==> src/rtl/lsu_if.sv <==
// Execute-to-LSU request, data-memory request/response and writeback signals of the lsu block.
// The slave modport is the LSU's own view; the master modport is its environment's view.
interface lsu_if;
  logic        lsu_valid;
  logic        lsu_ready;
  logic [31:0] lsu_addr;
  logic [31:0] lsu_wdata;
  logic [1:0]  lsu_mem_op;
  logic [4:0]  lsu_rd_addr;

  logic        mem_req_valid;
  logic        mem_req_ready;
  logic [31:0] mem_req_addr;
  logic        mem_req_we;
  logic [31:0] mem_req_wdata;
  logic [3:0]  mem_req_wstrb;
  logic        mem_resp_valid;
  logic [31:0] mem_resp_rdata;

  logic        wb_valid;
  logic [4:0]  wb_rd_addr;
  logic [31:0] wb_data;
  logic        lsu_err;

  modport slave (
    input  lsu_valid, lsu_addr, lsu_wdata, lsu_mem_op, lsu_rd_addr,
    input  mem_req_ready, mem_resp_valid, mem_resp_rdata,
    output lsu_ready,
    output mem_req_valid, mem_req_addr, mem_req_we, mem_req_wdata, mem_req_wstrb,
    output wb_valid, wb_rd_addr, wb_data, lsu_err
  );

  modport master (
    output lsu_valid, lsu_addr, lsu_wdata, lsu_mem_op, lsu_rd_addr,
    output mem_req_ready, mem_resp_valid, mem_resp_rdata,
    input  lsu_ready,
    input  mem_req_valid, mem_req_addr, mem_req_we, mem_req_wdata, mem_req_wstrb,
    input  wb_valid, wb_rd_addr, wb_data, lsu_err
  );
endinterface

==> src/rtl/lsu.sv <==
// Blocking load/store unit: one execute request at a time onto a word-addressed memory port.
// Defining LSU_TIMEOUT_EN adds a WAIT-state timeout abort after TIMEOUT_CYCLES idle cycles.
module lsu #(
  parameter int unsigned TIMEOUT_CYCLES = 255
) (
  input logic  clk,
  input logic  rst,
  lsu_if.slave bus
);

  typedef enum logic [1:0] {StIdle, StReq, StWait, StWb} state_e;

  localparam logic [1:0] OpNone = 2'd0;
  localparam logic [1:0] OpLw   = 2'd1;
  localparam logic [1:0] OpSw   = 2'd2;
  localparam logic [1:0] OpLbu  = 2'd3;

  if (TIMEOUT_CYCLES == 0) begin : g_bad_timeout
    $error("lsu: TIMEOUT_CYCLES must be nonzero");
  end

  state_e      state_q, state_d;
  logic [1:0]  op_q, op_d;
  logic [4:0]  rd_q, rd_d;
  logic [1:0]  off_q, off_d;
  logic        mem_req_valid_q, mem_req_valid_d;
  logic [31:0] mem_req_addr_q, mem_req_addr_d;
  logic        mem_req_we_q, mem_req_we_d;
  logic [31:0] mem_req_wdata_q, mem_req_wdata_d;
  logic [3:0]  mem_req_wstrb_q, mem_req_wstrb_d;
  logic        wb_valid_q, wb_valid_d;
  logic [4:0]  wb_rd_addr_q, wb_rd_addr_d;
  logic [31:0] wb_data_q, wb_data_d;
  logic        lsu_err_q, lsu_err_d;
  logic        go_mem;
  logic [7:0]  lbu_byte;

`ifdef LSU_TIMEOUT_EN
  localparam int unsigned CntW =
      ($clog2(TIMEOUT_CYCLES + 1) > 8) ? $clog2(TIMEOUT_CYCLES + 1) : 8;
  logic [CntW-1:0] cnt_q, cnt_d;
`endif

  // LBU goes to memory at any address; word ops only when word aligned.
  assign go_mem = (bus.lsu_mem_op == OpLbu) ||
                  (((bus.lsu_mem_op == OpLw) || (bus.lsu_mem_op == OpSw)) &&
                   (bus.lsu_addr[1:0] == 2'b00));

  assign lbu_byte = bus.mem_resp_rdata[{off_q, 3'b000} +: 8];

  always_comb begin
    state_d         = state_q;
    op_d            = op_q;
    rd_d            = rd_q;
    off_d           = off_q;
    mem_req_valid_d = mem_req_valid_q;
    mem_req_addr_d  = mem_req_addr_q;
    mem_req_we_d    = mem_req_we_q;
    mem_req_wdata_d = mem_req_wdata_q;
    mem_req_wstrb_d = mem_req_wstrb_q;
    wb_valid_d      = 1'b0;
    wb_rd_addr_d    = wb_rd_addr_q;
    wb_data_d       = wb_data_q;
    lsu_err_d       = 1'b0;
`ifdef LSU_TIMEOUT_EN
    cnt_d           = cnt_q;
`endif

    unique case (state_q)
      StIdle: begin
        if (bus.lsu_valid) begin
          op_d  = bus.lsu_mem_op;
          rd_d  = bus.lsu_rd_addr;
          off_d = bus.lsu_addr[1:0];
          if (go_mem) begin
            state_d         = StReq;
            mem_req_valid_d = 1'b1;
            mem_req_addr_d  = {bus.lsu_addr[31:2], 2'b00};
            mem_req_we_d    = (bus.lsu_mem_op == OpSw);
            mem_req_wdata_d = bus.lsu_wdata;
            mem_req_wstrb_d = (bus.lsu_mem_op == OpSw) ? 4'hF : 4'h0;
          end else if (bus.lsu_mem_op != OpNone) begin
            lsu_err_d = 1'b1;
          end
        end
      end
      StReq: begin
        if (bus.mem_req_ready) begin
          state_d         = StWait;
          mem_req_valid_d = 1'b0;
`ifdef LSU_TIMEOUT_EN
          cnt_d           = '0;
`endif
        end
      end
      StWait: begin
        if (bus.mem_resp_valid) begin
          if ((op_q == OpSw) || (rd_q == 5'd0)) begin
            state_d = StIdle;
          end else begin
            state_d      = StWb;
            wb_valid_d   = 1'b1;
            wb_rd_addr_d = rd_q;
            wb_data_d    = (op_q == OpLbu) ? {24'h0, lbu_byte} : bus.mem_resp_rdata;
          end
        end
`ifdef LSU_TIMEOUT_EN
        else begin
          cnt_d = cnt_q + CntW'(1);
          if (cnt_d == CntW'(TIMEOUT_CYCLES)) begin
            state_d   = StIdle;
            lsu_err_d = 1'b1;
          end
        end
`endif
      end
      StWb: begin
        state_d = StIdle;
      end
    endcase
  end

  always_ff @(posedge clk or posedge rst) begin
    if (rst) begin
      state_q         <= StIdle;
      op_q            <= OpNone;
      rd_q            <= '0;
      off_q           <= '0;
      mem_req_valid_q <= 1'b0;
      mem_req_addr_q  <= '0;
      mem_req_we_q    <= 1'b0;
      mem_req_wdata_q <= '0;
      mem_req_wstrb_q <= '0;
      wb_valid_q      <= 1'b0;
      wb_rd_addr_q    <= '0;
      wb_data_q       <= '0;
      lsu_err_q       <= 1'b0;
`ifdef LSU_TIMEOUT_EN
      cnt_q           <= '0;
`endif
    end else begin
      state_q         <= state_d;
      op_q            <= op_d;
      rd_q            <= rd_d;
      off_q           <= off_d;
      mem_req_valid_q <= mem_req_valid_d;
      mem_req_addr_q  <= mem_req_addr_d;
      mem_req_we_q    <= mem_req_we_d;
      mem_req_wdata_q <= mem_req_wdata_d;
      mem_req_wstrb_q <= mem_req_wstrb_d;
      wb_valid_q      <= wb_valid_d;
      wb_rd_addr_q    <= wb_rd_addr_d;
      wb_data_q       <= wb_data_d;
      lsu_err_q       <= lsu_err_d;
`ifdef LSU_TIMEOUT_EN
      cnt_q           <= cnt_d;
`endif
    end
  end

  assign bus.lsu_ready     = (state_q == StIdle);
  assign bus.mem_req_valid = mem_req_valid_q;
  assign bus.mem_req_addr  = mem_req_addr_q;
  assign bus.mem_req_we    = mem_req_we_q;
  assign bus.mem_req_wdata = mem_req_wdata_q;
  assign bus.mem_req_wstrb = mem_req_wstrb_q;
  assign bus.wb_valid      = wb_valid_q;
  assign bus.wb_rd_addr    = wb_rd_addr_q;
  assign bus.wb_data       = wb_data_q;
  assign bus.lsu_err       = lsu_err_q;

endmodule

==> src/flat_wrapper.sv <==
// flat-port wrapper written by rule: the top's interface ports become plain ports
module lsu_flat 
#(
  parameter int unsigned TIMEOUT_CYCLES = 255
)
  (clk, rst, bus_lsu_valid, bus_lsu_addr, bus_lsu_wdata, bus_lsu_mem_op, bus_lsu_rd_addr, bus_mem_req_ready, bus_mem_resp_valid, bus_mem_resp_rdata, bus_lsu_ready, bus_mem_req_valid, bus_mem_req_addr, bus_mem_req_we, bus_mem_req_wdata, bus_mem_req_wstrb, bus_wb_valid, bus_wb_rd_addr, bus_wb_data, bus_lsu_err);
  lsu_if bus_i ();
  input logic clk;
  input logic rst;
  input wire logic [$bits(bus_i.lsu_valid)-1:0] bus_lsu_valid;
  input wire logic [$bits(bus_i.lsu_addr)-1:0] bus_lsu_addr;
  input wire logic [$bits(bus_i.lsu_wdata)-1:0] bus_lsu_wdata;
  input wire logic [$bits(bus_i.lsu_mem_op)-1:0] bus_lsu_mem_op;
  input wire logic [$bits(bus_i.lsu_rd_addr)-1:0] bus_lsu_rd_addr;
  input wire logic [$bits(bus_i.mem_req_ready)-1:0] bus_mem_req_ready;
  input wire logic [$bits(bus_i.mem_resp_valid)-1:0] bus_mem_resp_valid;
  input wire logic [$bits(bus_i.mem_resp_rdata)-1:0] bus_mem_resp_rdata;
  output wire logic [$bits(bus_i.lsu_ready)-1:0] bus_lsu_ready;
  output wire logic [$bits(bus_i.mem_req_valid)-1:0] bus_mem_req_valid;
  output wire logic [$bits(bus_i.mem_req_addr)-1:0] bus_mem_req_addr;
  output wire logic [$bits(bus_i.mem_req_we)-1:0] bus_mem_req_we;
  output wire logic [$bits(bus_i.mem_req_wdata)-1:0] bus_mem_req_wdata;
  output wire logic [$bits(bus_i.mem_req_wstrb)-1:0] bus_mem_req_wstrb;
  output wire logic [$bits(bus_i.wb_valid)-1:0] bus_wb_valid;
  output wire logic [$bits(bus_i.wb_rd_addr)-1:0] bus_wb_rd_addr;
  output wire logic [$bits(bus_i.wb_data)-1:0] bus_wb_data;
  output wire logic [$bits(bus_i.lsu_err)-1:0] bus_lsu_err;
  assign bus_i.lsu_valid = bus_lsu_valid;
  assign bus_i.lsu_addr = bus_lsu_addr;
  assign bus_i.lsu_wdata = bus_lsu_wdata;
  assign bus_i.lsu_mem_op = bus_lsu_mem_op;
  assign bus_i.lsu_rd_addr = bus_lsu_rd_addr;
  assign bus_i.mem_req_ready = bus_mem_req_ready;
  assign bus_i.mem_resp_valid = bus_mem_resp_valid;
  assign bus_i.mem_resp_rdata = bus_mem_resp_rdata;
  assign bus_lsu_ready = bus_i.lsu_ready;
  assign bus_mem_req_valid = bus_i.mem_req_valid;
  assign bus_mem_req_addr = bus_i.mem_req_addr;
  assign bus_mem_req_we = bus_i.mem_req_we;
  assign bus_mem_req_wdata = bus_i.mem_req_wdata;
  assign bus_mem_req_wstrb = bus_i.mem_req_wstrb;
  assign bus_wb_valid = bus_i.wb_valid;
  assign bus_wb_rd_addr = bus_i.wb_rd_addr;
  assign bus_wb_data = bus_i.wb_data;
  assign bus_lsu_err = bus_i.lsu_err;
  lsu #(.TIMEOUT_CYCLES(TIMEOUT_CYCLES)) u_core (.clk(clk), .rst(rst), .bus(bus_i));
endmodule
==> config.mk <==
export PLATFORM = sky130hd
export DESIGN_NAME = lsu_flat
export DESIGN_NICKNAME = d
export VERILOG_FILES = /design/src/rtl/lsu_if.sv /design/src/rtl/lsu.sv /design/src/flat_wrapper.sv
export SDC_FILE = /design/constraint.sdc
export NUM_CORES = 1
export LEC_CHECK = 0
export CAP_MARGIN = 25
export CORE_MARGIN = 2
export CORE_UTILIZATION = 40
export DETAILED_ROUTE_END_ITERATION = 7
export GPL_ROUTABILITY_DRIVEN = 1
export PLACE_DENSITY = 0.78
export SYNTH_ARGS = -nofsm -noshare
export SYNTH_HDL_FRONTEND = slang
export SYNTH_SLANG_ARGS = --single-unit
==> constraint.sdc <==
create_clock -name clk -period 10.1 [get_ports clk]
set_input_delay 2.02 -clock clk [delete_from_list [all_inputs] [get_ports clk]]
set_output_delay 2.02 -clock clk [all_outputs]
set_load 0.01 [all_outputs]
==> key figures <==
Synthesis
  – Post-synthesis xor/xnor area fraction: 0
  – Post-synth EDFFs: 0
  – Post-synth top area cell: dfrtp_1
  – Synth Instances: 367
  – Netlist cell types: 32
  – Synth warn: 0
  – Most instantiated cells after synthesis: 114 x dfrtp_1, 75 x mux2_2, 34 x nand2_1
  – Post-synthesis mux area share: 0.205
  – Seq/Total Area, Yosys: 0.597
  – Top-count cell post-synth: dfrtp_1
  – Synth Area in Adders: 0.00785
  – Main synth FF type: dfrtp_1
  – Mean Syn Cell Area: 13.0 um2
  – Simple-gate share of the synthesized area: 0.0440
  – Share of flip-flops with an asynchronous set or reset: 1.00
  – Cell Area, Synth: about 0.0048 mm2
  – Combinational family with the most area after synthesis: multiplexers
  – Synth top area share: 0.597
  – #FFs+latches synth: 114
  – Compound-Gate Fraction of Synth Area: 0.109
  – Synth area leaders: dfrtp_1 60%, mux2_2 18%, o31ai_1 4.6%

Drt
  – DR WL/cell: 17.8 um
  – Detail-routed via count per cell: 5.09
  – First-pass DRT Iterations: 5
  – Post-route ant nets: 0
  – DR iter-0 viols: approximately 180
  – DR vias: 3711
  – Final wirelength: 13000 um
  – DR DRC count: 0

Setup path
  – Reg-to-reg slack, setup: ~7400 ps
  – Startpoint type of the worst setup path: input pin
  – Crit path cell chain: clkdlybuf4s50_1, nand3_2, nor2_2, mux2_2
  – Highest-delay cell along the critical path: nor2_2
  – Buf/Inv on CP: 1
  – Worst setup EP type: register
  – Cell count of the worst reg-to-reg path: 4
  – Slowest stage delay, CP: 950 ps
  – Setup Crit Path Kind: in -> reg
  – Cell family with most CP delay: simple AND/OR/NAND/NOR gates
  – CP max FO: 52
  – Worst EP arrival: 4580 ps
  – FF-to-FF End: u_core.bus.wb_data[6]$_DFFE_PP0P_
  – Worst Path Required: 10380 ps
  – Worst r2r src: u_core.state_q[0]$_DFFE_PP0P_

Clock network
  – # H-tree levels: 4
  – Clk pin slew, worst setup/hold paths: 50 ps
  – Setup Buffers After CTS: 0
  – Clock tree sinks: ~110
  – Largest buffer count on any clock path: 2
  – CTS tree: yes
  – Cts bufs inserted: 17
  – CTS root buf: clkbuf_16
  – Cts hold-fix bufs: 0
  – Worst-Skew Late Latency: 400 ps
  – CTS resizes: 0

Place
  – Detailed placement HPWL: 9530 um
  – Number of port buffers: 215
  – Routability-driven placement congestion ratio: 0.829
  – Post-DP Area: 0.00701 mm2
  – Pre-CTS setup slack: about 5400 ps
  – Placed Instances: 699

Global route
  – Number of global-route vias before repair: 3886
  – All-layer global routing usage: 0.207
  – Global-route met2 utilization: 0.343
  – Met3 Resource Use GR: 0.0568
  – Initial antenna violation count: 0
  – Largest net degree at the start of global routing: 68
  – Met1 GRT Util: 0.260
  – GR peak layer: met2
  – First-pass GRT wire length: 20600 um
  – Total gr overflow: 0

Power and ir drop
  – Clock share of power: 0.230
  – Sw frac: 0.313
  – Sw power: 752 uW
  – Sequential share of power: 0.345
  – Leak: 0.00321 uW
  – Combinational fraction of design power: 0.425
  – Pwr Density: between 300 and 400 mW/mm2
  – Cell-internal power: 1650 uW
  – Peak VDD IR: 0.153 mV

Finish
  – Layout cells sized above 1: 0.200
  – Area delta synth->final: 58.1%
  – Cell Count, Final, Fillers Out: 729
  – Diode count: 0
  – Layout fillers: about 890
  – Nets: between 600 and 700
  – Final core utilization: 0.654
  – Post-route design area: 0.00756 mm2

Timing
  – Final Setup Violations: 0
  – Final TNS setup: 0 ps
  – Slew HR: 0.400
  – Actual slew at the worst max-slew pin: 899 ps
  – Setup ws final: roughly 5800 ps
  – Final Max Tran Viols: 0
  – RSZ-0062 raised after global routing: false
  – Final hold viol count: 0
  – FMAX: 232 MHz
  – Final min period: approximately 4300 ps
  – Setup Skew: 8.22 ps
  – Final cycle utilization of the critical path: 0.426

Die
  – FP Rows: 39
  – Core ar.: 0.0116 mm2
  – Die Wd: 113 um
  – Initial Util: 0.413
  – Die area: 0.0128 mm2
  – I/O pin total: 218
  – Die height: 113 um

Hold path
  – Worst hold start: u_core.bus.mem_req_addr[6]$_DFFE_PP0P_
  – Worst Hold Class: reg -> reg
  – Hold Path Sink: u_core.bus.mem_req_addr[6]$_DFFE_PP0P_
  – Worst Hold Depth: 1

Job
  – Max-cap violation count: 0

Status
  – Status: finished clean
-- cells in the final DEF, fill, tap and decap left out, types with 4 or more instances in the layout --
cell type / n
nor2_1: 8
clkbuf_16: 17
inv_1: 6
mux2_2: 75
clkbuf_1: 4
clkdlybuf4s50_1: 215
clkbuf_8: 4
o31ai_1: 29
nand2_1: 33
mux2_4: 7
o21ai_0: 26
dfrtp_1: 114
o22ai_1: 6
-- state kept, by name, indices dropped and copies added, names as in the netlist --
name                      count
u_core.rd_q                   5
u_core.state_q                2
u_core.bus.mem_req_valid      1
u_core.bus.wb_data           32
u_core.bus.wb_valid           1
u_core.bus.lsu_err            1
u_core.bus.mem_req_wdata     32
u_core.bus.mem_req_wstrb      1
u_core.op_q                   2
u_core.bus.mem_req_addr      30
u_core.off_q                  2
u_core.bus.wb_rd_addr         5
-- metal layers --
metal  vias up  routed length [um]
li1       1729                   -
met3        20                 914
met2       176                6510
met4         0                 248
met1      1786                5280
met5         -                   0
-- through the flow --
| step | total power (uW) | hold slack [ps] |
|---|---|---|
| 2_1_floorplan | 1290 | 471 |
| 3_5_place_dp | 1860 | 491 |
| 6_report | 2400 | 499 |
| 4_1_cts | 2430 | 503 |
| 3_3_place_gp | 1810 | 487 |
| 5_1_grt | 2540 | 513 |
-- power by group through the flow --
stage               Combinational, uW  Clock [uW]  Sequential (uW)
floorplan                         398           0              891
global placement                  993           0              822
detailed placement               1030           0              834
CTS                              1030         563              830
global route                     1090         588              859
finish                           1020         551              829
-- worst max path at each step --
| stage | start | to | slack, ps | depth (start not counted) |
|---|---|---|---|---|
| after CTS | bus_mem_resp_valid | u_core.bus.wb_data[6]$_DFFE_PP0P_ | 5800 | 4 |
| after global routing | bus_mem_resp_valid | u_core.bus.wb_data[6]$_DFFE_PP0P_ | 5560 | 4 |
| after detailed placement | bus_mem_resp_valid | u_core.bus.wb_data[3]$_DFFE_PP0P_ | 5380 | 4 |
| after floorplan | rst | u_core.bus.lsu_err$_DFF_PP0_ | 5060 | 1 |
| final | bus_mem_resp_valid | u_core.bus.wb_data[6]$_DFFE_PP0P_ | 5800 | 4 |
| after global placement | bus_mem_resp_valid | u_core.bus.wb_data[6]$_DFFE_PP0P_ | 5430 | 4 |
-- area by class of cell --
class,instances,area [um2],area share
inverter,7,28.8,0.00381
tap,143,179,0.0237
multi-input combinational,217,1760,0.233
clock inverter,5,52.6,0.00695
clock buffer,25,495,0.0656
sequential,114,2850,0.377
timing repair buffer,218,2190,0.289
-- kinds of logic (layout without fill, tap and decap cells) --
family,after synthesis,after routing
adders and majority gates,3,3
muxes,85,85
and+or+nand+nor,50,50
DFF,114,114
buffers and inverters,37,255
other,1,2
AOI/OAI and AO/OA,77,77
Note: power is estimated with default switching activity, not from simulation.
